$ cat src/rtl/result_drain_if.sv
// Result stream from result_drain to its consumer: one 2W-bit element per handshake.
// res_idx carries the matrix index k = row*N+col of the element on res_dat.
interface result_drain_if #(
  parameter int W = 32,
  parameter int N = 3
);
  localparam int IW = (N * N > 1) ? $clog2(N * N) : 1;

  logic          res_vld;
  logic          res_rdy;
  logic [2*W-1:0] res_dat;
  logic [IW-1:0] res_idx;
  logic          res_last;

  modport master (output res_vld, res_dat, res_idx, res_last, input res_rdy);
  modport slave  (input res_vld, res_dat, res_idx, res_last, output res_rdy);
endinterface

$ cat src/rtl/result_drain.sv
// Snapshots the systolic array result LAT cycles after i_start and streams it out; RESULT_DRAIN_TRANSPOSE_EN selects column-major order.
// Latency: first element valid LAT+1 cycles after i_start; o_done one cycle after the last handshake.
// Backpressure: res_rdy low holds the current element stable; the snapshot is immune to later i_C changes.
module result_drain #(
  parameter int W   = 32,
  parameter int N   = 3,
  parameter int LAT = 7
) (
  input  logic               i_clk,
  input  logic               i_rst,
  input  logic               i_start,
  input  logic [2*W*N*N-1:0] i_C,
  output logic               o_busy,
  output logic               o_done,
  output logic               o_err,
  result_drain_if.master     res
);
  localparam int EW = 2 * W;
  localparam int NN = N * N;
  localparam int IW = (NN > 1) ? $clog2(NN) : 1;
  localparam int RW = (N > 1) ? $clog2(N) : 1;
  localparam int CW = (LAT > 1) ? $clog2(LAT) : 1;

  localparam logic [RW-1:0] N_M1   = RW'(N - 1);
  localparam logic [CW-1:0] LAT_M1 = CW'(LAT - 1);

  localparam logic [1:0] ST_IDLE  = 2'd0;
  localparam logic [1:0] ST_WAIT  = 2'd1;
  localparam logic [1:0] ST_DRAIN = 2'd2;

  logic [1:0]       state;
  logic [CW-1:0]    lat_cnt;
  logic [RW-1:0]    major;
  logic [RW-1:0]    minor;
  logic [EW*NN-1:0] snap;

  logic          drain;
  logic          hs;
  logic          last;
  logic [RW-1:0] row_c;
  logic [RW-1:0] col_c;
  logic [IW-1:0] k_idx;
  logic [EW-1:0] elem;

  // The drain pointer is split into a fast (minor) and slow (major) counter;
  // the build option only decides which of them walks the columns.
`ifdef RESULT_DRAIN_TRANSPOSE_EN
  assign row_c = minor;
  assign col_c = major;
`else
  assign row_c = major;
  assign col_c = minor;
`endif

  assign k_idx  = IW'(row_c * N + col_c);
  assign drain  = (state == ST_DRAIN);
  assign last   = drain && (major == N_M1) && (minor == N_M1);
  assign hs     = drain && res.res_rdy;
  assign o_busy = (state != ST_IDLE);

  always_comb begin
    elem = '0;
    for (int i = 0; i < NN; i++) begin
      if (k_idx == IW'(i)) elem = snap[i*EW +: EW];
    end
  end

  assign res.res_vld  = drain;
  assign res.res_dat  = drain ? elem : '0;
  assign res.res_idx  = drain ? k_idx : '0;
  assign res.res_last = last;

  always_ff @(posedge i_clk) begin
    if (i_rst) begin
      state   <= ST_IDLE;
      lat_cnt <= '0;
      major   <= '0;
      minor   <= '0;
      snap    <= '0;
      o_done  <= 1'b0;
      o_err   <= 1'b0;
    end else begin
      o_done <= 1'b0;
      o_err  <= i_start && (state != ST_IDLE);
      case (state)
        ST_IDLE: begin
          if (i_start) begin
            state   <= ST_WAIT;
            lat_cnt <= '0;
          end
        end
        ST_WAIT: begin
          // lat_cnt reads c-1 in cycle c, so capture happens at the end of cycle LAT
          if (lat_cnt == LAT_M1) begin
            snap  <= i_C;
            state <= ST_DRAIN;
            major <= '0;
            minor <= '0;
          end else begin
            lat_cnt <= lat_cnt + 1'b1;
          end
        end
        ST_DRAIN: begin
          if (hs) begin
            if (last) begin
              state  <= ST_IDLE;
              o_done <= 1'b1;
            end else if (minor == N_M1) begin
              minor <= '0;
              major <= major + 1'b1;
            end else begin
              minor <= minor + 1'b1;
            end
          end
        end
        default: state <= ST_IDLE;
      endcase
    end
  end
endmodule
$ cat src/flat_wrapper.sv
// flat-port wrapper written by rule: the top's interface ports become plain ports
module result_drain_flat 
#(
  parameter int W   = 32,
  parameter int N   = 3,
  parameter int LAT = 7
)
  (i_clk, i_rst, i_start, i_C, o_busy, o_done, o_err, res_res_vld, res_res_dat, res_res_idx, res_res_last, res_res_rdy);
  result_drain_if #(.W(W), .N(N)) res_i ();
  input  logic i_clk;
  input  logic i_rst;
  input  logic i_start;
  input  logic [2*W*N*N-1:0] i_C;
  output logic o_busy;
  output logic o_done;
  output logic o_err;
  output wire logic [$bits(res_i.res_vld)-1:0] res_res_vld;
  output wire logic [$bits(res_i.res_dat)-1:0] res_res_dat;
  output wire logic [$bits(res_i.res_idx)-1:0] res_res_idx;
  output wire logic [$bits(res_i.res_last)-1:0] res_res_last;
  input wire logic [$bits(res_i.res_rdy)-1:0] res_res_rdy;
  assign res_res_vld = res_i.res_vld;
  assign res_res_dat = res_i.res_dat;
  assign res_res_idx = res_i.res_idx;
  assign res_res_last = res_i.res_last;
  assign res_i.res_rdy = res_res_rdy;
  result_drain #(.W(W), .N(N), .LAT(LAT)) u_core (.i_clk(i_clk), .i_rst(i_rst), .i_start(i_start), .i_C(i_C), .o_busy(o_busy), .o_done(o_done), .o_err(o_err), .res(res_i));
endmodule
$ cat config.mk
export PLATFORM = sky130hd
export DESIGN_NAME = result_drain_flat
export DESIGN_NICKNAME = d
export VERILOG_FILES = /design/src/rtl/result_drain_if.sv /design/src/rtl/result_drain.sv /design/src/flat_wrapper.sv
export SDC_FILE = /design/constraint.sdc
export NUM_CORES = 1
export LEC_CHECK = 0
export BUFFER_PORTS_ARGS = -buffer_cell sky130_fd_sc_hd__buf_4
export CAP_MARGIN = 30
export CORE_ASPECT_RATIO = 0.6
export CORE_MARGIN = 2
export CORE_UTILIZATION = 35
export CTS_CLUSTER_SIZE = 8
export DETAILED_ROUTE_END_ITERATION = 7
export MAX_ROUTING_LAYER = met4
export PLACE_DENSITY_LB_ADDON = 0.1
export RECOVER_POWER = 50
export REMOVE_ABC_BUFFERS = 1
export SYNTH_ARGS = -nofsm -noshare
export SYNTH_HDL_FRONTEND = slang
export SYNTH_SLANG_ARGS = --single-unit
$ cat constraint.sdc
create_clock -name i_clk -period 6 [get_ports i_clk]
set_clock_uncertainty 0.2 [all_clocks]
set_input_delay 0.3 -clock i_clk [delete_from_list [all_inputs] [get_ports i_clk]]
set_output_delay 0.3 -clock i_clk [all_outputs]
set_load 0.005 [all_outputs]
==> flow_summary.json, run 1 <==
{
  "post-route-drc-count": 0,
  "synth_edf_count": 0,
  "area_growth_pct": 54.0,
  "via_per_inst": 5.03,
  "r2r_start": "u_core.lat_cnt[0]",
  "tns_ns": 0,
  "cts-buffers-inserted": 83,
  "p_switching_uw": 1960,
  "pwr-share-seq_pct": 44.0,
  "die_h_um": 216,
  "clkSinkCount": 587,
  "grt-ovfl-total": 0,
  "synth-seq-area-share_pct": 44.9,
  "drtIter0Drc": 2184,
  "hold_start": "i_rst",
  "clkPwrFrac_pct": 47.8,
  "synth_flop_cell": "dfxtp_1",
  "nets": 5204,
  "final-hold-violation-count": 0,
  "max-vdd-ir-drop_mv": 0.202,
  "rsz0062_at_grt": "false",
  "synth.avg_cell_area_um2": 7.53,
  "cts.clk_slew.worst_paths_ns": 0.05,
  "cts_tree": "yes",
  "synth.distinct_cells": 55,
  "hold_buffers": 674,
  "crit_type": "reg2out",
  "grt_use_total_pct": 27.4,
  "synth-warning-count": 0,
  "hold_class": "in2reg",
  "place.gp.congestion": 0.797,
  "synth-seq-cells": 587,
  "rows": 77,
  "clk-insertion-delay-late_ns": 0.65,
  "crit_arrival_ns": 4.71,
  "grt_max_degree": 213,
  "fin_crit_ns": 5.21,
  "wirelength_um": 105000,
  "synth.cell_area_um2": 26200,
  "setup_viol": 0,
  "synth_cells": 3473,
  "slowest_stage": "fa_2",
  "slowest_delay_ns": 0.87,
  "dp_cells": 4843,
  "pwr-share-comb_pct": 8.1,
  "crit_family": "adder cells",
  "critPathLaunch": "u_core.major[0]",
  "hpwl_um": 63600,
  "netSwitchingFraction_pct": 22.1,
  "clock_path_buffers": 3,
  "critPathMaxFanout": 44,
  "antenna_found_initial": 15,
  "grt_pass1_vias": 28029,
  "die_w_um": 357,
  "wl_per_cell_um": 18.7,
  "violations": "max-capacitance violations, max-slew violations",
  "startpoint_type": "flop",
  "p_int_uw": 6920,
  "status": "finished with violations",
  "portBuffers": 652,
  "max_freq_ghz": 0.192,
  "start_util_pct": 35.4,
  "async_reset_ff_share_pct": 0,
  "required_ns": 5.50,
  "post_cts_resized": 0,
  "final_cells": 5626,
  "cts_setup_buffers": 0,
  "ios": 653,
  "p_leak_uw": 0.0144,
  "slew_headroom_pct": -98.8,
  "maxCapViolCount": 4,
  "first_pass_iters": 7,
  "slew_viol_final": 352,
  "worstMarginPinSlew_ns": 2.98,
  "p_per_area_nw_per_um2": 220,
  "via_count": 28283,
  "timing.final.crit_share_pct": 86.8,
  "htreeDepth": 3,
  "layout-drive-gt1-share_pct": 17.5,
  "core_area_um2": 73800,
  "worstPathCellList": "inv_1 > fa_1 > inv_1 > ha_4 > fa_2 > or3b_4 > buf_4 > nor2_1 > o21ai_0 > a31oi_1 > buf_4",
  "worst-path-buf-inv": 4,
  "ant_nets": 0,
  "endpoint_kind": "output port",
  "dieArea_um2": 77000,
  "clock-root-buffer": "clkbuf_16",
  "grt_pass1_wl_um": 161000
}
metal layers:
layer	GRT usage, %	vias up	share of wire, %
met3	4.77	178	5.1
met5	-	-	0
met1	36.5	13368	46
li1	-	13953	-
met2	42.5	784	46
met4	7.51	0	2.3
state kept, by name, indices dropped and copies added (netlist names):
name and count:
u_core.state 2, u_core.snap 576, u_core.col_c 2, u_core.o_done 1, u_core.o_err 1, u_core.lat_cnt 3, u_core.major 2
synthesized netlist by cell type (3+ instances only):
master	n	area, um^2
a22o_1	12	105
clkbuf_1	136	510
a2111oi_0	3	26.3
o211ai_2	6	75.1
o21ai_0	78	390
nor3_1	23	115
a211o_1	4	35.0
o211ai_1	35	263
o221a_1	3	33.8
a21oi_1	653	3270
o21ai_1	6	30.0
nand3_1	4	20.0
o32ai_1	38	333
nor2b_1	42	263
inv_1	26	97.6
buf_2	144	721
nand3b_1	3	22.5
nor3b_1	3	22.5
mux2_2	15	169
o22ai_1	43	269
buf_6	6	67.6
mux2i_1	149	1490
a32oi_1	4	35.0
a211oi_1	18	135
a31oi_1	7	43.8
or2_2	3	18.8
nor2_1	104	390
or3_1	3	18.8
a2bb2oi_1	3	26.3
buf_4	15	113
ha_1	5	62.6
nand2b_1	32	200
o21a_1	15	113
nand2_1	1200	4500
dfxtp_1	587	11800
o221ai_1	18	158
final cells by class:
class,instances,area (um^2)
Antenna cell,18,45.0
Inverter,27,103
Clock buffer,86,2130
Tap cell,987,1230
Timing Repair Buffer,1361,12000
Clock inverter,3,47.5
Multi-Input combinational cell,2557,12900
Fill cell,7084,33500
Sequential cell,587,11800
stage by stage:
step | power [uW] | instance area, um^2 | setup slack (ns) | hold slack, ns | utilization [%]
final | 8870 | 40300 | 0.789 | 0.0498 | 54.6
after global routing | 9150 | 40300 | 0.535 | 0.0243 | 54.6
after CTS | 8940 | 40200 | 0.714 | 0.000394 | 54.5
after detailed placement | 4370 | 31300 | 1.42 | 0.242 | 42.4
after global placement | 4370 | 31300 | 1.52 | 0.240 | 42.4
after floorplan | 4000 | 24700 | -23.50 | 0.169 | -
cells by family after synthesis:
kind of cell / share of synthesized area, %
simple gates: 21.7
compound gates: 20.7
flops: 44.9
buf+inv: 5.80
mux: 6.44
fa+ha+maj: 0.392
xor+xnor: 0.0335
power by group through the flow:
stage / combinational, uW / sequential (uW) / clock, uW
floorplan: 10.1 / 3990 / 0
global placement: 387 / 3990 / 0
detailed placement: 388 / 3990 / 0
CTS: 717 / 3910 / 4320
global route: 762 / 3900 / 4490
finish: 723 / 3910 / 4240
worst paths after layout:
check,end,slack (ns),depth (start not counted)
min reg2reg,u_core.snap[530],0.25,2
min,u_core.snap[173],0.05,2
max reg2reg,u_core.snap[238],1.54,8
max,res_res_dat[36],0.79,11
layout by cell type (no fill, tap or decap), types with 4 or more instances in the layout:
master,n
o211ai_1,35
o22ai_1,43
inv_1,24
buf_4,667
a32oi_1,4
o21ai_1,6
dfxtp_1,587
diode_2,18
a211oi_1,18
buf_12,11
clkbuf_1,5
a22o_1,12
o221ai_1,18
clkbuf_16,85
o211ai_2,6
a211o_1,4
nand2_1,1199
clkbuf_4,4
a21oi_1,653
nor2b_1,41
dlygate4sd3_1,674
nor2_1,104
nand2b_1,31
mux2i_1,149
nand3_1,4
nor3_1,23
a31oi_1,7
o21ai_0,78
o32ai_1,38
mux2_2,15
o21a_1,15
No activity file was read; power rests on OpenSTA's default activity.
==> inputs of run 2 (changes only) <==
==> constraint.sdc (replaced) <==
create_clock -name i_clk -period 6 [get_ports i_clk]
set_clock_uncertainty 0.2 [all_clocks]
set_input_delay 0.9 -clock i_clk [delete_from_list [all_inputs] [get_ports i_clk]]
set_output_delay 0.9 -clock i_clk [all_outputs]
set_load 0.005 [all_outputs]
==> run 2 against run 1 <==
Effect of this change: flip-flop and latch count unchanged; critical path type unchanged; via count fell by 9.8%; routed wire length down 5.6%; worst hold slack improved by 0.20 ns; the run still ends with max-capacitance violations, max-slew violations left; register-to-register slack lost 0.58 ns.
==> flow_summary.json, run 2 (synthesis gave the netlist of run 1 again) <==
{
  "wirelength_um": 99500,
  "crit_type": "reg2out",
  "status": "finished with violations",
  "endpoint_kind": "output port",
  "timing.final.crit_share_pct": 92.0,
  "clk-insertion-delay-late_ns": 0.65,
  "regMostFlops": "u_core.snap",
  "ant_nets": 0,
  "p_leak_uw": 0.0113,
  "holdWs_ns": 0.250,
  "cts.clk_slew.worst_paths_ns": 0.05,
  "setup_viol": 0,
  "layout_common_cells": "1199 x nand2_1, 673 x buf_4, 653 x a21oi_1",
  "max-vdd-ir-drop_mv": 0.203,
  "clock_path_buffers": 3,
  "grt_pass1_vias": 24142,
  "start_util_pct": 35.4,
  "slew_headroom_pct": -129,
  "place.gp.congestion": 0.783,
  "final_common_cell": "nand2_1",
  "tns_ns": 0,
  "crit_family": "adder cells",
  "worstMarginPinSlew_ns": 3.43,
  "die_h_um": 216,
  "clock-root-buffer": "clkbuf_16",
  "wl_per_cell_um": 20.1,
  "grt_max_degree": 208,
  "critPathMaxFanout": 37,
  "hpwl_um": 64500,
  "rows": 77,
  "fillCellCount": 7658,
  "via_per_inst": 5.15,
  "worstPathCellList": "inv_1 > fa_1 > inv_1 > ha_4 > fa_2 > or3b_4 > buf_4 > o32ai_1 > nor2_1 > a21oi_1 > buf_4",
  "maxCapViolCount": 7,
  "via_count": 25498,
  "slew_viol_final": 966,
  "grt_pass1_wl_um": 149000,
  "largest_register_ffs": 576,
  "core_area_um2": 73800,
  "max_freq_ghz": 0.181,
  "post_cts_resized": 0,
  "dieArea_um2": 77000,
  "first_pass_iters": 7,
  "nets": 4532,
  "startpoint_type": "flop",
  "hold_class": "reg2reg",
  "cts-buffers-inserted": 83,
  "portBuffers": 652,
  "fin_crit_ns": 5.52,
  "layout-drive-gt1-share_pct": 20.7,
  "reg_top3": "u_core.snap x576, u_core.lat_cnt x3",
  "slowest_stage": "fa_2",
  "crit_arrival_ns": 4.42,
  "clkSinkCount": 587,
  "antenna_found_initial": 18,
  "area_growth_pct": 28.0,
  "cts_setup_buffers": 0,
  "required_ns": 4.90,
  "rsz0062_at_grt": "false",
  "final-hold-violation-count": 0,
  "drtIter0Drc": 2086,
  "grt-ovfl-total": 0,
  "p_per_area_nw_per_um2": 254,
  "cts_tree": "yes",
  "worst-path-buf-inv": 4,
  "slowest_delay_ns": 0.77,
  "htreeDepth": 3,
  "die_w_um": 357,
  "hold_buffers": 0,
  "ios": 653,
  "post-route-drc-count": 0,
  "violations": "max-capacitance violations, max-slew violations",
  "grt_use_total_pct": 25.8
}
[run 2: through the flow]
| step | utilization (%) | std cells | area [um^2] | total power [uW] | setup WS (ns) |
|---|---|---|---|---|---|
| 2_1_floorplan | - | 3171 | 24700 | 4000 | -23.50 |
| 3_3_place_gp | 42.5 | 4847 | 31300 | 4380 | 1.19 |
| 4_1_cts | 45.4 | 4937 | 33500 | 8590 | 0.425 |
| 3_5_place_dp | 42.5 | 4847 | 31300 | 4380 | 1.14 |
| 5_1_grt | 45.4 | 4954 | 33500 | 8790 | 0.254 |
| 6_report | 45.4 | 4954 | 33500 | 8490 | 0.479 |
[run 2: worst min-delay path, delay by kind of cell, from the launching register on]
| kind | cells | cell delay, ns |
|---|---|---|
| compound gates | 1 | 0.05 |
| flops | 1 | 0.30 |
| simple gates | 1 | 0.05 |
[run 2: report_power, final]
part / total (uW) / switching, uW / internal [uW] / leakage, uW
logic: 392 / 146 / 246 / 0.00548
clock network: 4190 / 1740 / 2460 / 0.00107
registers: 3910 / 1.66 / 3910 / 0.00473
[run 2: worst paths after layout]
path / startpoint / to / slack, ns / cells after the start
max: u_core.major[0] / res_res_dat[20] / 0.48 / 11
min: u_core.snap[371] / u_core.snap[371] / 0.25 / 2
max reg2reg: u_core.lat_cnt[0] / u_core.snap[151] / 0.96 / 8
min reg2reg: u_core.snap[371] / u_core.snap[371] / 0.25 / 2
[run 2: per-layer routing]
layer / vias up / routed length [um] / GRT usage [%]
met3: 142 / 5400 / 4.85
li1: 12617 / - / -
met4: 0 / 2310 / 7.72
met1: 12055 / 46700 / 34.9
met5: - / 0 / -
met2: 684 / 45100 / 38.9
[run 2: area by class of cell]
| cell class | count | area [um^2] | area share, % |
|---|---|---|---|
| inverters | 27 | 103 | 0.306 |
| clock buffers | 84 | 2100 | 6.28 |
| repair buffers | 689 | 5240 | 15.6 |
| clock inverters | 6 | 73.8 | 0.220 |
| diodes | 17 | 42.5 | 0.127 |
| well taps | 987 | 1230 | 3.69 |
| multi-input cells | 2557 | 12900 | 38.6 |
| flip-flops and latches | 587 | 11800 | 35.1 |
